$ cat config.mk
export PLATFORM = sky130hd
export DESIGN_NAME = pc_sequencer
export DESIGN_NICKNAME = d
export VERILOG_FILES = /design/src/rtl/pc_sequencer.sv
export SDC_FILE = /design/constraint.sdc
export NUM_CORES = 1
export LEC_CHECK = 0
export ABC_AREA = 1
export CAP_MARGIN = 20
export CELL_PAD_IN_SITES_DETAIL_PLACEMENT = 1
export CELL_PAD_IN_SITES_GLOBAL_PLACEMENT = 2
export CORE_MARGIN = 10
export CORE_UTILIZATION = 35
export DETAILED_ROUTE_END_ITERATION = 12
export DONT_BUFFER_PORTS = 1
export HOLD_SLACK_MARGIN = 0.06
export PLACE_DENSITY = 0.77
export RECOVER_POWER = 100
export SLEW_MARGIN = 20
export SYNTH_ARGS = -nofsm -noshare
export SYNTH_HDL_FRONTEND = slang
export SYNTH_SLANG_ARGS = --single-unit
$ cat constraint.sdc
create_clock -name clk -period 3.6 [get_ports clk]
set_clock_uncertainty 0.15 [all_clocks]
set_input_delay 0.72 -clock clk [delete_from_list [all_inputs] [get_ports clk]]
set_output_delay 0.72 -clock clk [all_outputs]
set_load 0.01 [all_outputs]
$ cat src/rtl/pc_sequencer.sv
// Fetch PC register with next-PC selection (seq/branch/jump/jr/call/ret) and a circular return-address stack.
// Latency: next-PC is combinational from pc and controls, registered on the rising clk edge (1 cycle).
// Backpressure: stall=1 freezes pc, RAS and sticky error flags regardless of pc_sel.
module pc_sequencer #(
    parameter int               WIDTH        = 32,
    parameter logic [WIDTH-1:0] RESET_VECTOR = '0,
    parameter int               RAS_DEPTH    = 4
) (
    input  logic             clk,
    input  logic             reset_n,
    input  logic             stall,
    input  logic [2:0]       pc_sel,
    input  logic [15:0]      branch_offset,
    input  logic [25:0]      jump_target,
    input  logic [WIDTH-1:0] jr_address,
    output logic [WIDTH-1:0] pc,
    output logic [WIDTH-1:0] pc_plus4,
    output logic [WIDTH-1:0] ras_top,
    output logic             ras_empty,
    output logic             ras_full,
    output logic             err_overflow,
    output logic             err_underflow,
    output logic             err_misalign
);

    localparam int PTR_W = $clog2(RAS_DEPTH);
    localparam int CNT_W = $clog2(RAS_DEPTH + 1);
    localparam logic [CNT_W-1:0] DEPTH_C   = CNT_W'(RAS_DEPTH);
    localparam logic [WIDTH-1:0] LOW28_MSK = WIDTH'(28'hFFF_FFFF);

    typedef enum logic [2:0] {
        SEL_SEQ    = 3'd0,
        SEL_BRANCH = 3'd1,
        SEL_JUMP   = 3'd2,
        SEL_JR     = 3'd3,
        SEL_CALL   = 3'd4,
        SEL_RET    = 3'd5
    } pc_sel_e;

    logic [WIDTH-1:0] pc_q, pc_d;
    logic [WIDTH-1:0] ras_q [RAS_DEPTH];
    logic [PTR_W-1:0] ptr_q, ptr_d, top_idx;
    logic [CNT_W-1:0] cnt_q, cnt_d;
    logic             ovf_q, ovf_d, unf_q, unf_d, mis_q, mis_d;
    logic             push_en;

    logic [WIDTH-1:0] branch_tgt, jump_tgt, jr_tgt;
    logic             jr_misaligned;

    assign pc_plus4      = pc_q + WIDTH'(4);
    assign branch_tgt    = pc_plus4 + ({{(WIDTH-16){branch_offset[15]}}, branch_offset} << 2);
    // Upper bits beyond the 28-bit jump region come from pc+4 (region splice).
    assign jump_tgt      = (pc_plus4 & ~LOW28_MSK) | WIDTH'({jump_target, 2'b00});
    assign jr_tgt        = {jr_address[WIDTH-1:2], 2'b00};
    assign jr_misaligned = (jr_address[1:0] != 2'b00);

    assign top_idx   = ptr_q - PTR_W'(1);
    assign ras_empty = (cnt_q == '0);
    assign ras_full  = (cnt_q == DEPTH_C);
    assign ras_top   = ras_empty ? '0 : ras_q[top_idx];

    assign pc            = pc_q;
    assign err_overflow  = ovf_q;
    assign err_underflow = unf_q;
    assign err_misalign  = mis_q;

    // Next-PC select plus RAS pointer/count and sticky-flag updates.
    always_comb begin
        pc_d    = pc_q;
        ptr_d   = ptr_q;
        cnt_d   = cnt_q;
        ovf_d   = ovf_q;
        unf_d   = unf_q;
        mis_d   = mis_q;
        push_en = 1'b0;
        if (!stall) begin
            case (pc_sel_e'(pc_sel))
                SEL_BRANCH: pc_d = branch_tgt;
                SEL_JUMP:   pc_d = jump_tgt;
                SEL_JR: begin
                    pc_d = jr_tgt;
                    if (jr_misaligned) mis_d = 1'b1;
                end
                SEL_CALL: begin
                    pc_d    = jump_tgt;
                    push_en = 1'b1;
                    ptr_d   = ptr_q + PTR_W'(1);
                    // A push while full overwrites the oldest slot; depth stays saturated.
                    if (ras_full) ovf_d = 1'b1;
                    else          cnt_d = cnt_q + CNT_W'(1);
                end
                SEL_RET: begin
                    if (!ras_empty) begin
                        pc_d  = ras_q[top_idx];
                        ptr_d = top_idx;
                        cnt_d = cnt_q - CNT_W'(1);
                    end else begin
                        // Empty stack: fall back to the register target.
                        pc_d  = jr_tgt;
                        unf_d = 1'b1;
                        if (jr_misaligned) mis_d = 1'b1;
                    end
                end
                default: pc_d = pc_plus4;
            endcase
        end
    end

    // PC, RAS control and sticky error registers.
    always_ff @(posedge clk or negedge reset_n) begin
        if (!reset_n) begin
            pc_q  <= RESET_VECTOR;
            ptr_q <= '0;
            cnt_q <= '0;
            ovf_q <= 1'b0;
            unf_q <= 1'b0;
            mis_q <= 1'b0;
        end else begin
            pc_q  <= pc_d;
            ptr_q <= ptr_d;
            cnt_q <= cnt_d;
            ovf_q <= ovf_d;
            unf_q <= unf_d;
            mis_q <= mis_d;
        end
    end

    // RAS storage: link address written at the current pointer on a call.
    always_ff @(posedge clk or negedge reset_n) begin
        if (!reset_n) begin
            for (int i = 0; i < RAS_DEPTH; i++) ras_q[i] <= '0;
        end else if (push_en) begin
            ras_q[ptr_q] <= pc_plus4;
        end
    end

endmodule
## Word level (Yosys, flattened, before mapping)

Index checks and enable logic that the tools add are counted.

- Flip-flop bits (word level): 168
- Output and inout bits: 101
- Bits of input ports: 80
- Word-level logic and storage cells: 62

- Add/sub/neg operators: 6
- Mux-type cells: 19
- $lt $le $gt $ge: 3
- Bitwise gates (word level): 4
- Equality and inequality tests: 9
- Reductions and logical operators: 11

Operators by type and width:

| operator | count |
|---|---|
| $mux W32 | 5 |
| $bwmux W128 | 1 |
| $pmux W32 S4 | 1 |
| $bmux W32 S2 | 1 |
| $demux W32 S2 | 1 |
| $add A32 B3 Y32 const B | 1 |
| $add A32 B32 Y32 | 1 |
| $or A32 B28 Y32 | 1 |
| $reduce_and A3 Y1 | 4 |
| $eq A3 B3 Y1 const B | 3 |
| $eq A3 B2 Y1 const B | 2 |
| $ge A3 B3 Y1 const B | 2 |
| $mux W3 | 2 |
| $ne A2 B2 Y1 const B | 3 |
| $not A2 Y3 | 2 |
| $pmux W3 S2 | 1 |
| $reduce_bool A2 Y1 | 3 |
| $mux W1 | 4 |
| $pmux W2 S2 | 1 |
| $reduce_and A4 Y1 | 1 |
| $add A3 B1 Y3 const B | 1 |
| $eq A3 B1 Y1 const B | 1 |
| $logic_not A3 Y1 | 1 |
| $lt A3 B1 Y1 const B | 1 |
| other kinds (8) | 8 |

## Longest topological paths before layout

Gate-level depths: netlist (run 1).

- Depth in word-level cells: 7
- Mapped depth: 25
- Mapped depth without buffers: 25

## Least setup slack after synthesis (run 1)

OpenSTA, ideal clock, no wires.

- Path kind: reg2reg
- Start point: register pc_q[2] (netlist: pc[2])
- End point: register pc_q[15] (netlist: pc[15])
- Stages on the path, launching flop included: 19
- Path slack: 444 ps
- Setup time: 124 ps
- Data arrival time: 2881 ps
- Clock period less this slack: 3156 ps
- Buffers on the path: 0
- Required time: 3326 ps
- Cell sequence: dfrtp_1 > ha_1 > nand2_1 > inv_1 > nand2_1 > nor2_1 > nand2_1 > o21ai_0 > inv_1 > ha_1 > a21oi_1 > nand2_1 > a21oi_1 > nand2_1 > or2_2 > nand3_1 > nand2_1 > o211ai_1 > nand2_1

- Longest elaborated chain between the ends: 3

Ends and longest elaborated chain:

| what | RTL line | RTL |
|---|---|---|
| start, declared | 40 | `logic [WIDTH-1:0] pc_q, pc_d;` |
| start signal, assigned | 119 | `pc_q <= pc_d;` |
| $add A32 B3 Y32 | 50 | `assign pc_plus4 = pc_q + WIDTH'(4);` |
| via pc_plus4[10] | 17 | `output logic [WIDTH-1:0] pc_plus4,` |
| $add A32 B32 Y32 | 51 | `assign branch_tgt = pc_plus4 + ({{(WIDTH-16){branch_offset[15]}}, branch_offset} << 2);` |
| $pmux W32 S4 | 77 | `case (pc_sel_e'(pc_sel))` |

The timed path passes the listed nets, and every way through them passes these cells.
A chain may end at the register's enable or synchronous reset.

## Final worst setup path (run 1)

- Start point: register cnt_q[2]
- End point: output port ras_top[15]

- Longest elaborated chain between the ends: 2

Ends and longest elaborated chain:

| what | RTL line | RTL |
|---|---|---|
| start, declared | 43 | `logic [CNT_W-1:0] cnt_q, cnt_d;` |
| start signal, assigned | 121 | `cnt_q <= cnt_d;` |
| $logic_not A3 Y1 | 58 | `assign ras_empty = (cnt_q == '0);` |
| $mux W32 | 60 | `assign ras_top = ras_empty ? '0 : ras_q[top_idx];` |
| end, declared | 18 | `output logic [WIDTH-1:0] ras_top,` |

Every way passes these cells.

==> results of run 1 <==
==> critical path: cells and delay by family (launching register included) <==
family | cells | cell delay, ns
and+or+nand+nor | 2 | 0.46
buffers and inverters | 4 | 1.28
DFF | 1 | 0.43
==> cell families (layout without fill, tap and decap cells) <==
group | count (synthesis) | after routing | share of synthesized area (%)
AO/OA/AOI/OAI | 365 | 365 | 16.6
XOR/XNOR | 11 | 11 | 0.888
adder cells (fa/ha/maj) | 39 | 39 | 4.30
buffers and inverters | 291 | 379 | 9.64
flip-flops | 168 | 168 | 35.9
other | 0 | 1 | 0
AND/OR/NAND/NOR | 938 | 938 | 32.6
==> synth_stat cells <==
| master | instances |
|---|---|
| dfrtp_1 | 168 |
| nand4_1 | 18 |
| or2_2 | 10 |
| nand3_1 | 92 |
| buf_2 | 19 |
| o2111ai_1 | 1 |
| clkinv_1 | 2 |
| a21oi_2 | 1 |
| ha_1 | 37 |
| a21o_1 | 7 |
| nand3b_1 | 4 |
| o32ai_1 | 3 |
| o22ai_1 | 10 |
| o21bai_1 | 8 |
| xnor2_1 | 1 |
| nor2_2 | 3 |
| or2_0 | 1 |
| inv_2 | 4 |
| nor3b_1 | 1 |
| xor2_2 | 1 |
| a21oi_1 | 87 |
| nand2_2 | 5 |
| a22oi_1 | 1 |
| nor3_2 | 2 |
| a31o_2 | 1 |
| nor2_1 | 189 |
| buf_4 | 3 |
| nor3_1 | 7 |
| or2_1 | 3 |
| o21a_1 | 1 |
| inv_1 | 211 |
| xor2_1 | 9 |
| nand2_1 | 597 |
| o21ai_1 | 8 |
| a221oi_1 | 2 |
| o21ai_0 | 222 |
| nor2_4 | 4 |
| a211oi_1 | 2 |
| o211ai_1 | 11 |
| and2_1 | 1 |
| fa_1 | 2 |
| clkbuf_1 | 52 |
| nand3_2 | 1 |
==> registers in the layout, indices dropped and copies added (netlist names) <==
name	flops
ras_q	128
pc	32
cnt_q	3
ptr_q	2
err_misalign	1
err_overflow	1
err_underflow	1
==> how the worst min path moves through the flow <==
stage	endpoint	cells after the start	from
3_3_place_gp	ras_q[34]$_DFFE_PN0P_	0	reset_n
3_5_place_dp	ras_q[34]$_DFFE_PN0P_	0	reset_n
2_1_floorplan	cnt_q[0]$_DFFE_PN0P_	0	reset_n
6_report	ras_q[34]$_DFFE_PN0P_	0	reset_n
4_1_cts	ras_q[34]$_DFFE_PN0P_	0	reset_n
5_1_grt	ras_q[34]$_DFFE_PN0P_	0	reset_n
==> layer usage <==
metal | routed length [um] | up-vias
met3 | 2400 | 67
li1 | - | 5936
met1 | 22200 | 6132
met5 | 19 | -
met2 | 25700 | 246
met4 | 1450 | 2
==> report_power, final <==
part / switching [mW] / leakage [nW] / total [mW] / internal (mW)
combinational: 4.01 / 4.46 / 5.73 / 1.72
sequential: 0.430 / 2.17 / 3.01 / 2.58
clock: 0.781 / 0.295 / 1.98 / 1.20
==> through the flow <==
step	power (mW)	hold slack [ns]	setup slack, ns	area, um^2	cells
floorplan	6.44	0.274	0.444	11700	1812
CTS	10.8	-0.184	0.00556	13600	2341
global placement	8.71	0.280	-0.00907	13000	2310
detailed placement	8.84	0.282	-0.0542	13000	2310
global route	11.6	-0.195	-0.0314	13500	2343
finish	10.7	-0.176	0.114	13500	2343
==> cell type report <==
type / instances / area [um^2] / area share (%)
multi-input cells: 1353 / 6480 / 47.9
flip-flops and latches: 168 / 4210 / 31.1
repair buffers: 131 / 858 / 6.34
inverters: 217 / 815 / 6.02
well taps: 442 / 553 / 4.09
clock buffers: 24 / 472 / 3.49
clock inverters: 7 / 141 / 1.04
diodes: 1 / 2.50 / 0.0185
==> what timing repair did <==
item | in CTS | in global routing
resized for setup | 1 | 34
endpoints found under the setup margin | 1 | 16
pin swaps | 0 | 1
endpoints found under the hold margin | 168 | 168
setup buffers | 0 | 1
==> results.yml, run 1 <==
routing:
  dr.pass1.iters: 5
  wl_per_cell_um: 22.1
  vias: 12400
  viasPerCell: 5.29
  drtIter0Drc: 678
  ant_nets: 0
  routed_wl_mm: 51.8
  drc: 0
floorplan:
  dieArea_mm2: 0.0411
  start_util_pct: 35.7
  die_y_um: 203
  io_pins: 181
  die_x_um: 203
  core_area_mm2: 0.0328
  rows: 66
timing:
  period_share_pct: 96.8
  hold_viol_final: 168
  grt_setup_unrepaired: "yes"
  slew_headroom_pct: 21.5
  max_freq_ghz: 0.287
  setup_tns_ns: 0
  max_slew.worst_pin.slew_ns: 1.17
  timing.hold.ws_ns: -0.176
  fin_crit_ns: 3.49
  maxSlewViolCount: 0
  finalSetupViolations: 0
clock_tree:
  worstSkewPairLatency_ns: 0.44
  cts.sinks: 168
  numCtsBuffers: 17
  cts_root_buf: "clkbuf_16"
  clk_pin_slew_worst_paths_ns: 0.07
  clockBufferDepth: 2
  cts_tree: "yes"
  cts_htree_levels: 4
layout:
  fillers: 4302
  layout.nets: 2007
  final_common_cell: "nand2_1"
  syn_to_final_growth_pct: 15.7
  layout_common_cells: "596 x nand2_1, 222 x o21ai_0, 212 x inv_1"
  final_layout_size_suffix_gt1_share_pct: 9.32
  final_core_util_pct: 41.3
synth:
  synthTopCellsByArea: "dfrtp_1 36%, nand2_1 19%, o21ai_0 9.5%"
  ys_seq_elements: 168
  syn-instance-count: 1812
  synth_nets: 1931
  ys_types: 43
  syn_area_mm2: 0.0117
  synth_top_cell_area_share_pct: 35.9
  avgSynthCellArea_um2: 6.46
  ys_seq_area_share_pct: 35.9
  ys.warnings.count: 0
  yosysTopAreaCell: "dfrtp_1"
worst_setup_path:
  reg2reg_slack_ns: 0.16
  endpoint: "ras_top[15]"
  reg2reg_to: "pc[21]$_DFFE_PN0N_"
  worstPathArrival_ns: 2.62
  end_kind: "primary output"
  start_kind: "register"
  worstPathCellList: "nor3_4, clkbuf_1, inv_1, buf_4, nand2_1, inv_1"
  reg2regPathDepth: 20
  slowest_stage: "clkbuf_1"
  worstSetupPathType: "reg2out"
  required_ns: 2.73
  critPathMostFrequentCell: "inv_1"
  critPathLaunch: "cnt_q[2]$_DFFE_PN0P_"
  path_max_fanout: 16
  r2r_start: "pc[3]$_DFFE_PN0N_"
  critPathMaxStageDelay_ns: 0.61
run_status:
  status: "complete, but fails checks"
  violations: "hold timing"
run:
  maxCapViolCount: 0
global_routing:
  grt_pass1_wl_mm: 78.6
  met2_usage_pct: 43.0
  grt_use_met3_pct: 4.76
  grtUsageMet1_pct: 30.7
  grt_antenna_before_repair: 2
  grt_pass1_vias: 12700
  grt_max_degree: 169
  top_usage_layer: "met2"
  grt.overflow.total: 0
  grt_use_total_pct: 25.0
place:
  hpwl_mm: 40.5
  io_buffers: 0
  finalWeightedCongestion: 0.973
power_and_ir_drop:
  p_leak_nw: 6.92
  pwr_density_cell_mw_per_mm2: 792
  irDropWorstVdd_mv: 0.415
hold_path:
  hold_class: "in2async"
Note: power is estimated with default switching activity, not from simulation.
==> run 2, diff against run 1 <==
--- a/config.mk
+++ b/config.mk
@@ -9,7 +9,7 @@
 export CAP_MARGIN = 20
 export CELL_PAD_IN_SITES_DETAIL_PLACEMENT = 1
 export CELL_PAD_IN_SITES_GLOBAL_PLACEMENT = 2
-export CORE_MARGIN = 10
+export CORE_MARGIN = 2
 export CORE_UTILIZATION = 35
 export DETAILED_ROUTE_END_ITERATION = 12
 export DONT_BUFFER_PORTS = 1
==> run 2 against run 1 <==
The flow still finishes with violations (hold timing). Sequential power barely moved. Non-clock buffer count fell by 15. Sequential share of layout area barely moved. Critical path type unchanged. Largest cell class unchanged.
==> results.yml, run 2 (synthesis results as in run 1) <==
layout:
  final_cells: 2328
  final_layout_size_suffix_gt1_share_pct: 10.8
  layout_common_cells: "591 x nand2_1, 219 x o21ai_0, 210 x inv_1"
  final_common_cell: "nand2_1"
  layout.nets: 1992
  largest_reg_flops: 128
  syn_to_final_growth_pct: 15.8
  diodes: 0
  fillers: 4354
  top_register: "ras_q"
  final_core_util_pct: 41.4
  postLayoutCellArea_mm2: 0.0135
place:
  dp.cells: 2294
  post-place-ws_ns: 0.0152
  finalWeightedCongestion: 0.998
  post_dp_cell_area_mm2: 0.0128
  hpwl_mm: 38.9
  io_buffers: 0
worst_setup_path:
  required_ns: 2.73
  worstSetupPathType: "reg2out"
  start_kind: "register"
  end_kind: "primary output"
  critPathLaunch: "ptr_q[1]$_DFFE_PN0P_"
  worstPathArrival_ns: 2.60
  path_max_fanout: 16
  r2r_start: "pc[3]$_DFFE_PN0N_"
timing:
  maxSlewViolCount: 0
  hold_viol_final: 168
  period_share_pct: 96.3
  finalSetupViolations: 0
  grt_setup_unrepaired: "yes"
  slew_headroom_pct: 46.8
  max_freq_ghz: 0.288
  timing.hold.ws_ns: -0.186
  fin_crit_ns: 3.47
  max_slew.worst_pin.slew_ns: 0.797
  worst_slack_ns: 0.132
clock_tree:
  worstSkewPairLatency_ns: 0.45
  cts.sinks: 168
  cts_root_buf: "clkbuf_16"
  clockBufferDepth: 2
  cts_tree: "yes"
  numCtsBuffers: 17
  clk_pin_slew_worst_paths_ns: 0.07
  cts_htree_levels: 4
floorplan:
  rows: 66
  die_x_um: 187
  io_pins: 181
  die_y_um: 187
  core_area_mm2: 0.0327
  start_util_pct: 35.8
  dieArea_mm2: 0.0349
routing:
  drtIter0Drc: 704
  wl_per_cell_um: 21.6
  routed_wl_mm: 50.3
  vias: 12200
  drc: 0
  ant_nets: 0
  viasPerCell: 5.24
  dr.pass1.iters: 6
global_routing:
  grt_pass1_wl_mm: 78.3
  grt.overflow.total: 0
  grt_pass1_vias: 12900
  grt_antenna_before_repair: 0
  grt_max_degree: 169
  grt_use_total_pct: 29.4
run_status:
  violations: "hold timing"
  status: "complete, but fails checks"
power_and_ir_drop:
  pwr_density_cell_mw_per_mm2: 780
  irDropWorstVdd_mv: 0.432
  p_leak_nw: 6.91
hold_path:
  hold_class: "in2async"
run:
  maxCapViolCount: 0
==> run 2: cell types whose count changed in the layout (fill, tap and decap cells not counted), sizes merged <==
cell | before | now
bufinv | 4 | 2
clkbuf | 68 | 36
clkinvlp | 1 | 4
buf | 87 | 103
inv | 216 | 215
diode | 1 | 0
clkinv | 3 | 5
==> run 2: timing repair <==
item                                    CTS  global route
hold endpoints to repair                168           168
resized for setup                         1            39
setup buffers                             0             2
endpoints found under the setup margin    2            18
pin swaps                                 0             4
==> run 2: cell type report <==
class / count / area (um^2) / share of cell area [%]
multi-input combinational: 1353 / 6530 / 48.2
inverter: 217 / 815 / 6.01
tap: 442 / 553 / 4.08
timing repair buffer: 116 / 835 / 6.16
clock buffer: 23 / 488 / 3.60
clock inverter: 9 / 116 / 0.859
sequential: 168 / 4210 / 31.1
==> run 2: layer usage <==
layer / share of wire, % / GRT usage [%]
met1: 45 / 37.9
met2: 48 / 50.6
met3: 3.8 / 4.41
met4: 3.2 / 9.34
met5: 0 / 0
==> run 2: through the flow <==
stage | total power [mW] | TNS [ns]
floorplan | 6.44 | 0
global placement | 8.52 | 0
detailed placement | 8.64 | 0
CTS | 10.6 | 0
global route | 11.4 | -0.0644
finish | 10.6 | 0
==> run 2: worst paths after layout <==
path                                          end  slack (ns)  cells past startpoint
max                                   ras_top[31]        0.13                      8
min                        ras_q[103]$_DFFE_PN0P_       -0.19                      0
max reg2reg                    pc[29]$_DFFE_PN0N_        0.18                     21
min reg2reg                 ras_q[14]$_DFFE_PN0P_        0.33                      2
max in group asynchronous   ras_q[52]$_DFFE_PN0P_        3.14                      0
min in group clk               pc[27]$_DFFE_PN0N_        0.26                      2
==> run 2: power by group <==
group / total (mW) / internal, mW / switching (mW)
sequential: 3.04 / 2.58 / 0.463
clock: 1.92 / 1.10 / 0.821
combinational: 5.61 / 1.73 / 3.88
total: 10.6 / 5.40 / 5.17
==> run 2: critical path: stages, from the launching register on <==
cell and delay (ns):
dfrtp_1 0.38, inv_1 0.09, ha_1 0.51, inv_1 0.10, buf_4 0.23, nor2_1 0.11, o21ai_0 0.10, a21oi_1 0.40
buf_4 0.22
==> run 3, diff against run 2 <==
--- a/config.mk
+++ b/config.mk
@@ -16,7 +16,7 @@
 export HOLD_SLACK_MARGIN = 0.06
 export PLACE_DENSITY = 0.77
 export RECOVER_POWER = 100
-export SLEW_MARGIN = 20
+export REMOVE_ABC_BUFFERS = 1
 export SYNTH_ARGS = -nofsm -noshare
 export SYNTH_HDL_FRONTEND = slang
 export SYNTH_SLANG_ARGS = --single-unit
==> run 3 against run 2 <==
The flow still finishes with violations (hold timing). Routed wire length is 1.5% lower. Setup slack worse by 0.021 ns. Non-clock buffer count is 1 lower. Hold slack worse by 0.013 ns. Critical path depth is 13 higher. Combinational power is 3.9% lower. Largest power group unchanged. Clock power is 6% lower. First-iteration DRC count is 2.7% higher. Final cell count is 0.13% lower. Clock-buffer cell count is 1 lower.
==> results.yml, run 3 (synthesis results as in run 1) <==
routing:
  dr.pass1.iters: 4
  wl_per_cell_um: 21.3
  vias: 12300
  viasPerCell: 5.28
  routed_wl_mm: 49.6
  drc: 0
  ant_nets: 0
  drtIter0Drc: 723
worst_setup_path:
  worstPathCellList: "ha_2, nand2_1, nor2_4, nand2_4, nor2_4, buf_4, nand3_2, or2_1, nand2_2, ha_4, nand2_2, nor2_2, nand2_1, nor2_1, nand2_1, nand3_1, nand2_1, nand3_1, nand2_1, nand2_1, nand2_1"
  reg2reg_to: "pc[24]$_DFFE_PN0N_"
  worstPathArrival_ns: 3.69
  r2r_start: "pc[2]$_DFFE_PN0N_"
  crit_family: "simple AND/OR/NAND/NOR gates"
  critPathMostFrequentCell: "nand2_1"
  reg2regPathDepth: 21
  reg2reg_slack_ns: 0.11
  path_max_fanout: 6
  required_ns: 3.80
  critPathMaxStageDelay_ns: 0.40
  slowest_stage: "dfrtp_1"
  worstSetupPathType: "reg2reg"
  cp.depth: 21
  end_kind: "register"
  start_kind: "register"
  cp_num_buf_inv: 1
clock_tree:
  cts.sinks: 168
  cts_htree_levels: 4
  clk_pin_slew_worst_paths_ns: 0.07
  cts_tree: "yes"
  cts_root_buf: "clkbuf_16"
  numCtsBuffers: 17
  worstSkewPairLatency_ns: 0.46
  clockBufferDepth: 2
floorplan:
  dieArea_mm2: 0.0349
  start_util_pct: 35.8
  die_x_um: 187
  die_y_um: 187
  io_pins: 181
  core_area_mm2: 0.0327
  rows: 66
place:
  dp.cells: 2287
  io_buffers: 0
  finalWeightedCongestion: 0.947
  hpwl_mm: 37.7
  post-place-ws_ns: -0.247
  post_dp_cell_area_mm2: 0.0128
layout:
  final_cells: 2325
  final_common_cell: "nand2_1"
  layout.nets: 1991
  diodes: 0
  layout_common_cells: "581 x nand2_1, 219 x o21ai_0, 208 x inv_1"
  final_core_util_pct: 41.9
  largest_reg_flops: 128
  syn_to_final_growth_pct: 17.1
  final_layout_size_suffix_gt1_share_pct: 12.9
  postLayoutCellArea_mm2: 0.0137
  top_register: "ras_q"
power_and_ir_drop:
  irDropWorstVdd_mv: 0.427
  pwr_density_cell_mw_per_mm2: 749
  p_leak_nw: 6.99
  power.total_mw: 10.3
global_routing:
  grt_use_total_pct: 28.8
  grt_max_degree: 169
  grt.overflow.total: 0
  grt_pass1_vias: 12400
  grt_pass1_wl_mm: 76.4
  grt_antenna_before_repair: 1
timing:
  finalSetupViolations: 0
  max_freq_ghz: 0.287
  period_share_pct: 96.9
  worst_slack_ns: 0.111
  setup_tns_ns: 0
  slew_headroom_pct: 45.7
  maxSlewViolCount: 0
  hold_viol_final: 168
  max_slew.worst_pin.slew_ns: 0.815
  timing.hold.ws_ns: -0.199
  fin_crit_ns: 3.49
  grt_setup_unrepaired: "yes"
run_status:
  status: "complete, but fails checks"
  violations: "hold timing"
run:
  maxCapViolCount: 0
hold_path:
  hold_class: "in2async"
run 3: final cells by class:
class	instances	area [um^2]
timing repair buffer	115	888
inverter	217	815
fill	4340	19000
sequential	168	4210
clock buffer	22	474
tap	442	553
multi-input combinational	1353	6680
clock inverter	8	73.8
run 3: worst max-delay path by stage:
stage                          from                  to
2_1_floorplan  ptr_q[0]$_DFFE_PN0P_         ras_top[14]
3_3_place_gp      pc[2]$_DFFE_PN0N_  pc[21]$_DFFE_PN0N_
3_5_place_dp      pc[2]$_DFFE_PN0N_  pc[21]$_DFFE_PN0N_
4_1_cts           pc[2]$_DFFE_PN0N_  pc[21]$_DFFE_PN0N_
5_1_grt           pc[3]$_DFFE_PN0N_  pc[26]$_DFFE_PN0N_
6_report          pc[2]$_DFFE_PN0N_  pc[24]$_DFFE_PN0N_
run 3: layer usage:
layer  vias to the layer above  track usage [%]  share of wire [%]
li1                       5895                -                  -
met1                      6044             37.7                 45
met2                       275             48.4                 48
met3                        49             5.14                5.0
met4                         2             8.76                2.3
met5                         -                0              0.026
run 3: repair_timing:
action | in CTS | in global routing
pin swaps | 0 | 9
gates resized for setup | 6 | 75
buffers inserted | 0 | 8
hold endpoints to repair | 168 | 168
endpoints found under the setup margin | 16 | 21
gates cloned | 0 | 0
run 3: where the power goes:
part	internal [mW]	switching, mW	total, mW
clock network	0.995	0.814	1.81
logic	1.75	3.64	5.39
registers	2.58	0.483	3.06
total	5.32	4.93	10.3
